[src/rtl/dma_pkg.sv]
// dma_pkg: shared types for the DMA command sequencer.
package dma_pkg;

  localparam int SLOT_W = 3;
  localparam int DESC_W = 128;

  typedef enum logic [2:0] {
    S_IDLE,
    S_GAP,
    S_ISSUE,
    S_WAIT,
    S_NEXT,
    S_DONE
  } seq_state_t;

  // Slot index doubles as the DMA operation code.
  typedef enum logic [2:0] {
    OP_INF = 3'd0,
    OP_FMI = 3'd1,
    OP_KEX = 3'd2,
    OP_KPW = 3'd3,
    OP_KDW = 3'd4,
    OP_FMO = 3'd5
  } op_code_t;

  typedef struct packed {
    logic [31:0] y_mem;
    logic [31:0] ty;
    logic [31:0] x_mem;
    logic [31:0] tx;
  } tile_desc_t;

endpackage

[src/rtl/seq_desc_table.sv]
// seq_desc_table: per-slot tile descriptor register file.
// One gated write port (out-of-range slots dropped), asynchronous read by slot.
module seq_desc_table
  import dma_pkg::*;
#(
  parameter int N_SLOTS = 6
) (
  input  logic              clk,
  input  logic              rst_n,
  input  logic              i_we,
  input  logic [SLOT_W-1:0] i_waddr,
  input  logic [DESC_W-1:0] i_wdata,
  input  logic [SLOT_W-1:0] i_raddr,
  output tile_desc_t        o_rdata
);

  localparam logic [SLOT_W-1:0] LAST_SLOT = SLOT_W'(N_SLOTS - 1);

  tile_desc_t r_mem [N_SLOTS];

  // Descriptor storage: cleared on reset, written only for valid slots.
  // NOTE: this table must come up all-zero, so it sits on the async reset
  // like any other register; non-blocking updates keep every flop consistent.
  always_ff @(posedge clk or negedge rst_n) begin
    if (!rst_n) begin
      for (int i = 0; i < N_SLOTS; i++) r_mem[i] <= '0;
    end else if (i_we && (i_waddr <= LAST_SLOT)) begin
      r_mem[i_waddr] <= tile_desc_t'(i_wdata);
    end
  end

  assign o_rdata = (i_raddr <= LAST_SLOT) ? r_mem[i_raddr] : '0;

endmodule

[src/rtl/dma_op_sequencer.sv]
// dma_op_sequencer: walks the enabled DMA operation slots in ascending order,
// issuing op code + tile descriptor with an s_op pulse and waiting for a fresh
// rising edge of e_op before moving on.
// Optional watchdog in WAIT: define DMA_SEQ_TIMEOUT_EN.
module dma_op_sequencer
  import dma_pkg::*;
#(
  parameter int N_OPS   = 6,
  parameter int GAP_CYC = 2,
  parameter int SOP_CYC = 3,
  parameter int TO_CYC  = 65535
) (
  input  logic              clk,
  input  logic              rst,
  input  logic              start,
  input  logic [N_OPS-1:0]  op_en,
  input  logic              cfg_we,
  input  logic [SLOT_W-1:0] cfg_idx,
  input  logic [DESC_W-1:0] cfg_data,
  input  logic              e_op,
  output logic              s_op,
  output logic [2:0]        op,
  output logic [31:0]       tx_i,
  output logic [31:0]       ty_i,
  output logic [31:0]       x_mem_i,
  output logic [31:0]       y_mem_i,
  output logic              busy,
  output logic              done,
  output logic              err
);

  seq_state_t        r_state, w_next;
  logic [N_OPS-1:0]  r_en_q;
  logic [SLOT_W-1:0] r_cur;
  logic [15:0]       r_cnt;
  logic              r_e_op_d;
  logic              r_s_op, r_busy, r_done;
  op_code_t          r_op;
  tile_desc_t        r_desc, w_rd_desc;
  logic              w_first_vld, w_next_vld, w_e_rise, w_start_ok, w_load;
  logic [SLOT_W-1:0] w_first_idx, w_next_idx, w_rd_slot;
`ifdef DMA_SEQ_TIMEOUT_EN
  logic [31:0]       r_to_cnt;
  logic              r_err, w_to_hit;
`endif

  // Table writes are only honoured while no sequence is running.
  seq_desc_table #(.N_SLOTS(N_OPS)) u_table (
    .clk     (clk),
    .rst_n   (rst),
    .i_we    (cfg_we & ~r_busy),
    .i_waddr (cfg_idx),
    .i_wdata (cfg_data),
    .i_raddr (w_rd_slot),
    .o_rdata (w_rd_desc)
  );

  assign w_e_rise   = e_op & ~r_e_op_d;
  assign w_start_ok = (r_state == S_IDLE) & start;
  // IDLE looks up the first slot of the new run; NEXT looks up the following one.
  assign w_rd_slot  = (r_state == S_IDLE) ? w_first_idx : w_next_idx;

  // Slot search: lowest enabled slot overall, and lowest latched slot above r_cur.
  always_comb begin
    w_first_vld = 1'b0;
    w_first_idx = '0;
    w_next_vld  = 1'b0;
    w_next_idx  = '0;
    for (int i = N_OPS - 1; i >= 0; i--) begin
      if (op_en[i]) begin
        w_first_vld = 1'b1;
        w_first_idx = SLOT_W'(i);
      end
      if (r_en_q[i] && (SLOT_W'(i) > r_cur)) begin
        w_next_vld = 1'b1;
        w_next_idx = SLOT_W'(i);
      end
    end
  end

  // Next-state decode and descriptor load strobe.
  // NOTE: every output of this block is given a default first so no path
  // through the case leaves a variable unassigned (which would infer a latch).
  always_comb begin
    w_next = r_state;
    w_load = 1'b0;
    unique case (r_state)
      S_IDLE: begin
        if (start) begin
          // An empty run settles through NEXT so done lands two cycles after start.
          w_next = w_first_vld ? S_GAP : S_NEXT;
          w_load = w_first_vld;
        end
      end
      S_GAP:   if (r_cnt == 16'(GAP_CYC - 1)) w_next = S_ISSUE;
      S_ISSUE: if (r_cnt == 16'(SOP_CYC - 1)) w_next = S_WAIT;
      S_WAIT: begin
        if (w_e_rise) w_next = S_NEXT;
`ifdef DMA_SEQ_TIMEOUT_EN
        else if (w_to_hit) w_next = S_DONE;
`endif
      end
      S_NEXT: begin
        w_next = w_next_vld ? S_GAP : S_DONE;
        w_load = w_next_vld;
      end
      S_DONE:  w_next = S_IDLE;
      default: w_next = S_IDLE;
    endcase
  end

  // State register.
  always_ff @(posedge clk or negedge rst) begin
    if (!rst) r_state <= S_IDLE;
    else      r_state <= w_next;
  end

  // Per-state cycle counter and e_op history for edge detection.
  always_ff @(posedge clk or negedge rst) begin
    if (!rst) begin
      r_cnt    <= '0;
      r_e_op_d <= 1'b0;
    end else begin
      r_cnt    <= (w_next != r_state) ? '0 : r_cnt + 16'd1;
      r_e_op_d <= e_op;
    end
  end

  // Registered outputs, latched enables and the active descriptor.
  always_ff @(posedge clk or negedge rst) begin
    if (!rst) begin
      r_s_op <= 1'b0;
      r_busy <= 1'b0;
      r_done <= 1'b0;
      r_en_q <= '0;
      r_cur  <= '0;
      r_op   <= OP_INF;
      r_desc <= '0;
    end else begin
      r_s_op <= (w_next == S_ISSUE);
      r_busy <= (w_next != S_IDLE);
      r_done <= (w_next == S_DONE);
      if (w_start_ok) r_en_q <= op_en;
      if (w_load) begin
        r_cur  <= w_rd_slot;
        r_op   <= op_code_t'(w_rd_slot);
        r_desc <= w_rd_desc;
      end
    end
  end

`ifdef DMA_SEQ_TIMEOUT_EN
  assign w_to_hit = (r_state == S_WAIT) & ~w_e_rise & (r_to_cnt == 32'(TO_CYC - 1));

  // Watchdog: counts cycles spent in WAIT; err is sticky until the next start.
  always_ff @(posedge clk or negedge rst) begin
    if (!rst) begin
      r_to_cnt <= '0;
      r_err    <= 1'b0;
    end else begin
      r_to_cnt <= ((r_state == S_WAIT) && (w_next == S_WAIT)) ? r_to_cnt + 32'd1 : '0;
      if (w_start_ok)    r_err <= 1'b0;
      else if (w_to_hit) r_err <= 1'b1;
    end
  end

  assign err = r_err;
`else
  // No watchdog in this build: err is constant low.
  assign err = (TO_CYC < 0);
`endif

  assign s_op    = r_s_op;
  assign op      = r_op;
  assign tx_i    = r_desc.tx;
  assign ty_i    = r_desc.ty;
  assign x_mem_i = r_desc.x_mem;
  assign y_mem_i = r_desc.y_mem;
  assign busy    = r_busy;
  assign done    = r_done;

endmodule

[config.mk]
export PLATFORM = sky130hd
export DESIGN_NAME = dma_op_sequencer
export DESIGN_NICKNAME = d
export VERILOG_FILES = /design/src/rtl/dma_pkg.sv /design/src/rtl/seq_desc_table.sv /design/src/rtl/dma_op_sequencer.sv
export SDC_FILE = /design/constraint.sdc
export NUM_CORES = 2
export LEC_CHECK = 0
export CAP_MARGIN = 40
export CORE_UTILIZATION = 59
export DETAILED_ROUTE_END_ITERATION = 8
export PLACE_DENSITY = 0.8
export SYNTH_ARGS = -nofsm -noshare
export SYNTH_HDL_FRONTEND = slang
export SYNTH_SLANG_ARGS = --single-unit
[constraint.sdc]
create_clock -name clk -period 2.66 [get_ports clk]
set_input_delay 0.266 -clock clk [delete_from_list [all_inputs] [get_ports clk]]
set_output_delay 0.266 -clock clk [all_outputs]
set_load 0.02 [all_outputs]
==> out/qor.yml <==
timing:
  rsz0062_at_grt: "no"
  fin_skew_ns: 0.0129
  post-route-min-period_ns: 2.55
  slew_headroom_pct: 32.2
  final_hold_viol_count: 0
  fin_setup_tns_ns: 0
  fin_ws_ns: 0.105
  setup_violations: 0
  tightest_slew_ns: 1.02
  fmax_mhz: 391
  period_share_pct: 96.1
  drv_slew: 0
detailed_routing:
  detail-route-antenna-nets: 0
  dr.pass1.iters: 8
  avgViaCountPerCell: 6.29
  wl_per_cell_um: 24.0
  drcViolationCount: 0
  vias: 26500
  finalWirelength_um: 101000
  detail_route.iter0.violations: 1989
job:
  drv_cap: 0
logic_synthesis:
  ys_async_sr_fraction_pct: 100
  ys_warn_count: 0
  synth_seq_cells: 927
  netlist_instances: 2959
  synth.distinct_cells: 55
  synth_flop_cell: "dfrtp_1"
  synth_fp_nets: 3104
  synth_edf_count: 0
  syn_area_sq_mm: 0.0405
  syn_avg_cell_area_sq_um: 13.7
  ys_seq_area_share_pct: 57.3
finish:
  final_common_cell: "dfrtp_1"
  final_cell_mix: "927 x dfrtp_1, 772 x mux2_2, 274 x clkdlybuf4s50_1, 267 x nand2_1, 256 x mux2i_1"
  finalNonFillerCells: 4212
  final_area_sq_mm: 0.0483
  n_fill_cell: 4276
  nets: 3404
  syn_to_final_growth_pct: 19.4
  final_layout_size_suffix_gt1_share_pct: 32.5
placed_design:
  place.gp.congestion: 0.812
  place_area_sq_mm: 0.0452
  place_ws_ns: 0.00946
  port-buffer-count: 275
  placed_cells: 4037
  dp_hpwl_um: 62600
grt:
  grt_pass1_vias: 28600
  overflow: 0
  grt_util_met1_pct: 38.5
  grt_antenna_before_repair: 17
  grt_use_total_pct: 29.2
  grtUsageMet2_pct: 49.1
  grt_first_pass_wirelength_um: 160000
  top_usage_layer: "met2"
  met3_usage_pct: 5.09
  grt_max_degree: 129
critical_path:
  worstSetupStartpointType: "flop"
  setup.worst_path.start: "op[1]$_DFFE_PN0P_"
  required_ns: 3.18
  cp_max_fo: 29
  reg2reg_from: "op[1]$_DFFE_PN0P_"
  worstPathArrival_ns: 3.08
  criticalPathCategory: "flop to flop"
  regToRegSetupSlack_ns: 0.11
  endpoint_kind: "flop"
power:
  p_sw_share_pct: 35.9
  leakage_nw: 22.8
  ir_drop_mv: 1.58
  power_density_mw_per_mm2: 1340
  p_clk_share_pct: 20.3
  total_power_mw: 64.9
  seqPwrFrac_pct: 37.3
  switchingPower_mw: 23.3
  comb_power_share_pct: 42.4
  p_int_mw: 41.6
cts:
  clkSlewWorstSetupHoldPaths_ns: 0.06
  cts_buffer_depth: 3
  htreeDepth: 3
  cts.sinks: 927
  clock_latency_ns: 0.64
  cts_setup_buffers: 0
  ctsRootBufferMaster: "clkbuf_16"
  cts_buffers: 92
  cts_tree: "built"
floorplan:
  start_util_pct: 59.9
  die_h_um: 264
  num_io_pins: 277
  dieArea_sq_mm: 0.0696
  die_w_um: 264
  num_rows: 95
  coreArea_sq_mm: 0.0675
min_path:
  min-delay-start: "e_op"
  hp-class: "primary input to flop"
outcome:
  status: "completed"
==> per-stage QoR <==
step / hold WS [ns] / utilization, %
3_3_place_gp: 0.283 / 66.9
2_1_floorplan: -0.0296 / -
4_1_cts: 0.0776 / 71.5
6_report: 0.0999 / 71.5
5_1_grt: 0.104 / 71.5
3_5_place_dp: 0.301 / 66.9
==> power by group through the flow <==
stage	logic, mW	registers (mW)	clock network, mW
after global placement	26.3	23.7	0
final	27.5	24.2	13.2
after CTS	27.5	24.1	13.3
after detailed placement	27.3	24.2	0
after floorplan	17.4	23.9	0
after global routing	29.3	24.8	13.9
==> flip-flops by register name, summed over array words and instances (netlist names), 3 cells and up <==
signal         count
x_mem_i           32
r_en_q             5
tx_i              32
r_state            3
ty_i              32
r_cnt             16
op                 3
u_table.r_mem    768
y_mem_i           32
==> path summary, 6_finish.rpt <==
kind	endpoint	cells past startpoint
max	ty_i[22]$_DFFE_PN0P_	8
min	r_e_op_d$_DFF_PN0_	1
max reg2reg	ty_i[22]$_DFFE_PN0P_	8
min reg2reg	u_table.r_mem[418]$_DFFE_PN0P_	1
max in group asynchronous	u_table.r_mem[338]$_DFFE_PN0P_	3
min in group asynchronous	u_table.r_mem[724]$_DFFE_PN0P_	2
==> layout make-up <==
cell class | count | area [sq um] | area share (%)
sequential | 927 | 23200 | 48.0
multi-input combinational | 1805 | 16100 | 33.3
timing repair buffer | 422 | 4780 | 9.89
clock buffer | 137 | 2730 | 5.64
tap | 873 | 1090 | 2.26
clock inverter | 27 | 342 | 0.708
inverter | 11 | 41.3 | 0.0855
antenna | 10 | 25.0 | 0.0518
==> cells in the mapped netlist, types with 2 or more instances <==
library cell	number	area, sq um
clkbuf_1	104	390
nand3b_1	3	22.5
inv_1	11	41.3
nand4_1	3	18.8
a211o_1	2	17.5
o21ai_0	10	50.1
buf_4	4	30.0
or3_1	3	18.8
nand2_1	268	1010
nor2_1	34	128
clkbuf_4	2	15.0
and3_1	2	12.5
mux2i_1	256	2560
ha_1	3	37.5
a22o_1	128	1120
nor4_1	4	25.0
nor2b_1	4	25.0
nor3_1	3	15.0
buf_1	7	26.3
mux2_2	772	8690
a22oi_1	128	961
a31oi_1	129	807
a21oi_1	2	10.0
buf_12	11	220
dfrtp_1	927	23200
buf_6	18	203
and3b_1	2	17.5
and4_1	2	17.5
nand3_1	6	30.0
buf_2	69	345
xor2_1	9	78.8
nor3b_1	4	30.0
a211oi_2	2	25.0
xnor2_1	5	43.8
nor4_2	2	25.0
==> worst max-delay path, stage by stage (launching register included) <==
cell and delay (ns):
dfrtp_1 0.48, a21boi_0 0.21, o221ai_1 0.25, a32o_4 0.43
a211oi_4 0.22, buf_12 0.23, buf_12 0.24, a22oi_1 0.14
a22o_1 0.21
==> metal layers <==
metal	vias up	wire [um]
li1	11400	-
met1	14000	41800
met4	14	2770
met2	889	50600
met5	-	81
met3	205	6020
==> cell families (layout without fill, tap and decap cells) <==
logic type	count (synthesis)	after routing	share of synthesized area [%]
AOI/OAI and AO/OA	413	413	7.65
xor gates and xnor gates	14	14	0.303
adders and majority gates	3	3	0.0928
buffers and inverters	227	597	3.18
DFF	927	927	57.3
muxes	1028	1028	27.8
other	1	11	0.00927
and+or+nand+nor	346	346	3.59
==> timing repair <==
item / in CTS / in global routing
endpoints found under the setup margin: 0 / 1
resized for setup: 0 / 2
hold buffers: 1 / 0
endpoints found under the hold margin: 52 / 0
Power figures use the tool's default switching activity.
